### src/rtl/mem_stage_ctrl_pkg.sv
// Shared definitions for the MEM-stage SRAM controller: FSM state encoding,
// default SRAM base address, SRAM data width and the word-index helper.
package mem_stage_ctrl_pkg;

  localparam int unsigned ADDR_BASE_DEFAULT = 1024;
  localparam int          SRAM_DW           = 16;

  typedef enum logic [1:0] {
    ST_IDLE = 2'd0,
    ST_LOW  = 2'd1,
    ST_HIGH = 2'd2,
    ST_DONE = 2'd3
  } state_t;

  // Word index of a byte address relative to the SRAM base; wraps mod 2^32
  // so addresses below the base alias high in the word space.
  function automatic logic [31:0] word_of(input logic [31:0] addr,
                                          input logic [31:0] base);
    return (addr - base) >> 2;
  endfunction

endpackage

### src/rtl/mem_stage_ctrl_sram_half_seq.sv
// Wait-state sequencer for one 32-bit access split into two 16-bit halves.
// Counts WAIT_CYCLES per half while active, pulses o_last on the final cycle
// of each half and flips o_half after the low half completes.
module sram_half_seq #(
  parameter int unsigned WAIT_CYCLES = 2
) (
  input  logic clk,
  input  logic rst,        // active-low, asynchronous
  input  logic i_active,
  output logic o_last,
  output logic o_half
);

  logic [3:0] r_cnt;
  logic       r_half;

  assign o_last = i_active && (r_cnt == 4'(WAIT_CYCLES - 1));
  assign o_half = r_half;

  // Wait counter and half select; both fall back to zero whenever idle.
  always_ff @(posedge clk or negedge rst) begin
    if (!rst) begin
      r_cnt  <= '0;
      r_half <= 1'b0;
    end else if (!i_active) begin
      r_cnt  <= '0;
      r_half <= 1'b0;
    end else if (o_last) begin
      r_cnt  <= '0;
      r_half <= ~r_half;
    end else begin
      r_cnt  <= r_cnt + 4'd1;
    end
  end

endmodule

### src/rtl/mem_stage_ctrl.sv
// MEM-stage controller: turns a 32-bit load/store from the pipeline into two
// 16-bit SRAM accesses and freezes the pipeline (ready=0) until done.
// Optional feature: define MEM_STAGE_RD_BUF_EN for a one-entry read buffer
// that lets a repeated read of the same word complete in one cycle.
import mem_stage_ctrl_pkg::*;

module mem_stage_ctrl #(
  parameter int unsigned WAIT_CYCLES = 2,
  parameter int unsigned ADDR_BASE   = ADDR_BASE_DEFAULT,
  parameter int unsigned SRAM_AW     = 18
) (
  input  logic               clk,
  input  logic               rst,          // active-low, asynchronous
  input  logic               rd_en,
  input  logic               wr_en,
  input  logic [31:0]        address,
  input  logic [31:0]        wr_data,
  output logic [31:0]        rd_data,
  output logic               ready,
  output logic [SRAM_AW-1:0] sram_addr,
  output logic [SRAM_DW-1:0] sram_dq_out,
  output logic               sram_dq_oe,
  input  logic [SRAM_DW-1:0] sram_dq_in,
  output logic               sram_we_n
);

  state_t       r_state;
  state_t       w_state_next;
  logic         r_is_wr;
  logic [15:0]  r_lo;
  logic [31:0]  r_rd_data;
  logic         w_req;
  logic         w_active;
  logic         w_last;
  logic         w_half;
  logic         w_hit;
  logic [31:0]  w_word;

  assign w_req    = rd_en | wr_en;
  assign w_word   = word_of(address, 32'(ADDR_BASE));
  assign w_active = (r_state == ST_LOW) || (r_state == ST_HIGH);
  assign ready    = ~w_req | (r_state == ST_DONE);
  assign rd_data  = r_rd_data;

  sram_half_seq #(
    .WAIT_CYCLES(WAIT_CYCLES)
  ) u_seq (
    .clk     (clk),
    .rst     (rst),
    .i_active(w_active),
    .o_last  (w_last),
    .o_half  (w_half)
  );

`ifdef MEM_STAGE_RD_BUF_EN
  logic        r_buf_vld;
  logic [31:0] r_buf_word;
  logic [31:0] r_buf_data;

  // A pure read of the buffered word can skip the SRAM entirely.
  assign w_hit = rd_en & ~wr_en & r_buf_vld & (r_buf_word == w_word);

  // Buffer fill on every completed SRAM read; refresh on a write to the same word.
  always_ff @(posedge clk or negedge rst) begin
    if (!rst) begin
      r_buf_vld  <= 1'b0;
      r_buf_word <= '0;
      r_buf_data <= '0;
    end else if (r_state == ST_HIGH && w_last) begin
      if (!r_is_wr) begin
        r_buf_vld  <= 1'b1;
        r_buf_word <= w_word;
        r_buf_data <= {sram_dq_in, r_lo};
      end else if (r_buf_vld && r_buf_word == w_word) begin
        r_buf_data <= wr_data;
      end
    end
  end
`else
  assign w_hit = 1'b0;
`endif

  // State register.
  always_ff @(posedge clk or negedge rst) begin
    if (!rst) r_state <= ST_IDLE;
    else      r_state <= w_state_next;
  end

  // Next state and SRAM pin decode; pins are quiet outside LOW/HIGH so that
  // reset releases the bus immediately. we_n rises on the last cycle of each
  // half to give the SRAM data hold time while oe is still asserted.
  always_comb begin
    w_state_next = r_state;
    sram_addr    = '0;
    sram_dq_out  = '0;
    sram_dq_oe   = 1'b0;
    sram_we_n    = 1'b1;
    case (r_state)
      ST_IDLE: if (w_req) w_state_next = w_hit ? ST_DONE : ST_LOW;
      ST_LOW:  if (w_last) w_state_next = ST_HIGH;
      ST_HIGH: if (w_last) w_state_next = ST_DONE;
      ST_DONE: w_state_next = ST_IDLE;
      default: w_state_next = ST_IDLE;
    endcase
    if (w_active) begin
      sram_addr = SRAM_AW'({w_word, w_half});
      if (r_is_wr) begin
        sram_dq_oe  = 1'b1;
        sram_we_n   = w_last;
        sram_dq_out = w_half ? wr_data[31:16] : wr_data[15:0];
      end
    end
  end

  // Access type latch and read-data assembly (low half, then full word on DONE entry).
  always_ff @(posedge clk or negedge rst) begin
    if (!rst) begin
      r_is_wr   <= 1'b0;
      r_lo      <= '0;
      r_rd_data <= '0;
    end else begin
      // A write wins when both requests are raised together.
      if (r_state == ST_IDLE && w_req)
        r_is_wr <= wr_en;
      if (r_state == ST_LOW && w_last && !r_is_wr)
        r_lo <= sram_dq_in;
      if (r_state == ST_HIGH && w_last && !r_is_wr)
        r_rd_data <= {sram_dq_in, r_lo};
`ifdef MEM_STAGE_RD_BUF_EN
      if (r_state == ST_IDLE && w_hit)
        r_rd_data <= r_buf_data;
`endif
    end
  end

endmodule

### config.mk
export PLATFORM = sky130hd
export DESIGN_NAME = mem_stage_ctrl
export DESIGN_NICKNAME = d
export VERILOG_FILES = /design/src/rtl/mem_stage_ctrl_pkg.sv /design/src/rtl/mem_stage_ctrl_sram_half_seq.sv /design/src/rtl/mem_stage_ctrl.sv
export SDC_FILE = /design/constraint.sdc
export NUM_CORES = 1
export LEC_CHECK = 0
export CORE_MARGIN = 2
export CORE_UTILIZATION = 35
export CTS_CLUSTER_SIZE = 16
export DETAILED_ROUTE_END_ITERATION = 10
export PLACE_DENSITY = 0.77
export SYNTH_ARGS = -nofsm -noshare
export SYNTH_HDL_FRONTEND = slang
export SYNTH_HIERARCHICAL = 1
export SYNTH_SLANG_ARGS = --single-unit
### constraint.sdc
create_clock -name clk -period 2.84 [get_ports clk]
set_input_delay 0.852 -clock clk [delete_from_list [all_inputs] [get_ports clk]]
set_output_delay 0.852 -clock clk [all_outputs]
set_load 0.02 [all_outputs]
==> flow_summary.toml <==
[run_status]
status = "finished, violations left"
violations = "setup timing"

[min_path]
hold_start = "u_seq/r_cnt[0]$_DFF_PN0_"
whs_path_depth = 1
min_path_type = "flip-flop to flip-flop"

[sta]
min_period_ps = 3140
slew_headroom = 0.495
setup_viol = 6
tns_ps = -1190
rsz0062_at_grt = "true"
holdWs_ps = 493
worstMarginPinSlew_ps = 758
post-route-period-util = 1.10
maxSlewViolCount = 0
setup_ws_ps = -296
skew_ps = 3.69
hold_viol = 0
fmax_ghz = 0.319

[die]
dieArea_um2 = 8510
io_pins = 153
initial_utilization = 0.356
row_count = 32
die_y_um = 92.2
die_x_um = 92.2
core_area_um2 = 7650

[setup_path]
cp.arrival_ps = 2280
worstSetupStartpointType = "primary input"
critPathRequiredTime_ps = 1990
worstPathMaxFanout = 4
worst-setup-path-type = "primary input to output pin"
critPathLaunch = "address[10]"
critPathCaptureType = "output pin"
timing.rr.start = "r_state[0]$_DFFE_PN0P_"
r2r_cells = 7

[synth]
synth_cell_types = 34
netlist_top_cells_count = "56 x dfrtp_1, 49 x mux2_2, 20 x nor2_1, 16 x mux2i_1, 13 x and2_1"
synth.avg_cell_area_um2 = 12.4
ys_top_cells_by_area = "dfrtp_1 51%, mux2_2 20%, mux2i_1 5.9%"
yosysMostFrequentCell = "dfrtp_1"
yosys_warnings = 6
ys.flop_type = "dfrtp_1"
async_flop_share = 1.00
synth_nets = 310
ys_seq_area_frac = 0.514
synth-edff-count = 0
synth_largest_area_cell = "dfrtp_1"
syn_area_um2 = 2730
netlist_instances = 219
synth.top_cell.area_share = 0.514
ys_seq_elements = 56

[clocking]
root_buffer = "clkbuf_8"
cts_tree = "done"
cts_num_sinks = 56
ctsLongestPathBuffers = 2
clk_latency_ps = 300
path_clk_slew_ps = 90
cts-htree-levels = 2
cts_buffers = 5

[finish]
synthToLayoutAreaGrowth_pct = 65.8
final_layout_size_suffix_gt1_frac = 0.304
stdcell_area_um2 = 4520
multi_input_area_um2 = 1360
final_core_util = 0.591
antenna_cells = 0
filler_cell_count = 673
nets = 465
regArea_um2 = 1400

[power_and_ir_drop]
leakage_uw = 0.00204
pwr_density_cell_nw_per_um2 = 990
ir_drop_mv = 0.654

[placed_design]
dpl_cell_area_um2 = 4370
place_congestion = 0.819
dp_hpwl_mm = 5.32
portBuffers = 137

[detailed_routing]
wire_per_inst_um = 14.6
wl_mm = 6.99
first_pass_iters = 2
num_vias = 2244
drt_iter0_markers = 40
drc = 0
drtAntennaViolNets = 0
viasPerCell = 4.70

[run]
drv_cap = 0

[global_routing]
overflow = 0
antenna_found_initial = 0
grt_pass1_vias = 2387
grt_use_total = 0.163
grt_max_degree = 37
grt_pass1_wl_mm = 11.3
==> flip-flops by register name (all words and copies together), names as in the netlist <==
name	flops
r_is_wr	1
r_lo	16
r_state	2
rd_data	32
u_seq/o_half	1
u_seq/r_cnt	4
==> kinds of logic after synthesis <==
logic type,share of synthesized area
AND/OR/NAND/NOR,0.115
adder cells (fa/ha/maj),0.0321
multiplexers,0.261
buffers and inverters,0.0253
AO/OA/AOI/OAI,0.0395
flip-flops,0.514
XOR/XNOR,0.0129
==> what timing repair did <==
item | 4_1_cts | 5_1_grt
hold buffers | 0 | 0
pin swaps | 9 | 6
resized for setup | 94 | 27
endpoints found under the setup margin | 37 | 16
setup buffers | 3 | 2
endpoints found under the hold margin | 0 | 0
==> report_power, final <==
part	switching, uW	internal [uW]
sequential	188	1160
combinational	1330	1360
clock	244	195
total	1760	2720
==> layout by cell type, fill, tap and decap left out, types with 2 or more instances in the layout <==
master	n
xor2_1	2
and2_1	12
dlygate4sd2_1	24
inv_1	4
a21boi_4	2
or3_4	2
buf_6	10
clkbuf_2	3
ha_1	6
nor2b_1	6
o21ai_0	2
dfrtp_1	56
buf_4	18
clkdlybuf4s50_1	92
nand2_1	4
buf_2	3
nor2_1	20
or2_2	2
clkbuf_8	6
mux2_2	49
clkinv_2	2
mux2i_1	16
clkdlybuf4s15_1	7
a21boi_2	2
or4_4	2
==> per-stage QoR <==
step	std cells	worst slack [ps]	power, uW
final	477	-296	4470
after global routing	477	-331	4770
after CTS	476	-431	4530
after detailed placement	465	-1210	4200
after global placement	465	-1180	4140
after floorplan	219	-109	2890
==> layout make-up <==
cell class / instances / share of cell area
clock inverters: 2 / 0.00221
well taps: 102 / 0.0282
inverters: 6 / 0.00886
multi-input cells: 147 / 0.301
repair buffers: 158 / 0.332
clock buffers: 6 / 0.0183
flip-flops and latches: 56 / 0.310
==> path summary, 6_finish.rpt <==
kind | slack (ps) | end
worst max-delay path | -300 | sram_addr[16]
worst min-delay path | 490 | u_seq/r_cnt[0]$_DFF_PN0_
worst max register to register | 700 | rd_data[24]$_DFFE_PN0P_
worst min register to register | 490 | u_seq/r_cnt[0]$_DFF_PN0_
max in group asynchronous | 1570 | r_lo[13]$_DFFE_PN0P_
min in group asynchronous | 610 | rd_data[16]$_DFFE_PN0P_
==> critical path: stages <==
cell and delay [ps]:
buf_12 110, buf_6 110, or4_4 530, or3_4 400
a21boi_4 160, buf_6 130
==> routing by layer <==
layer	global-route usage	wire (um)	share of wire	vias to the layer above
met2	0.300	3520	0.50	100
li1	-	-	-	1063
met3	0.0559	664	0.095	6
met5	0	0	0	-
met4	0.0299	43	0.0062	0
met1	0.185	2760	0.39	1075
(Power assumes the default switching activity.)
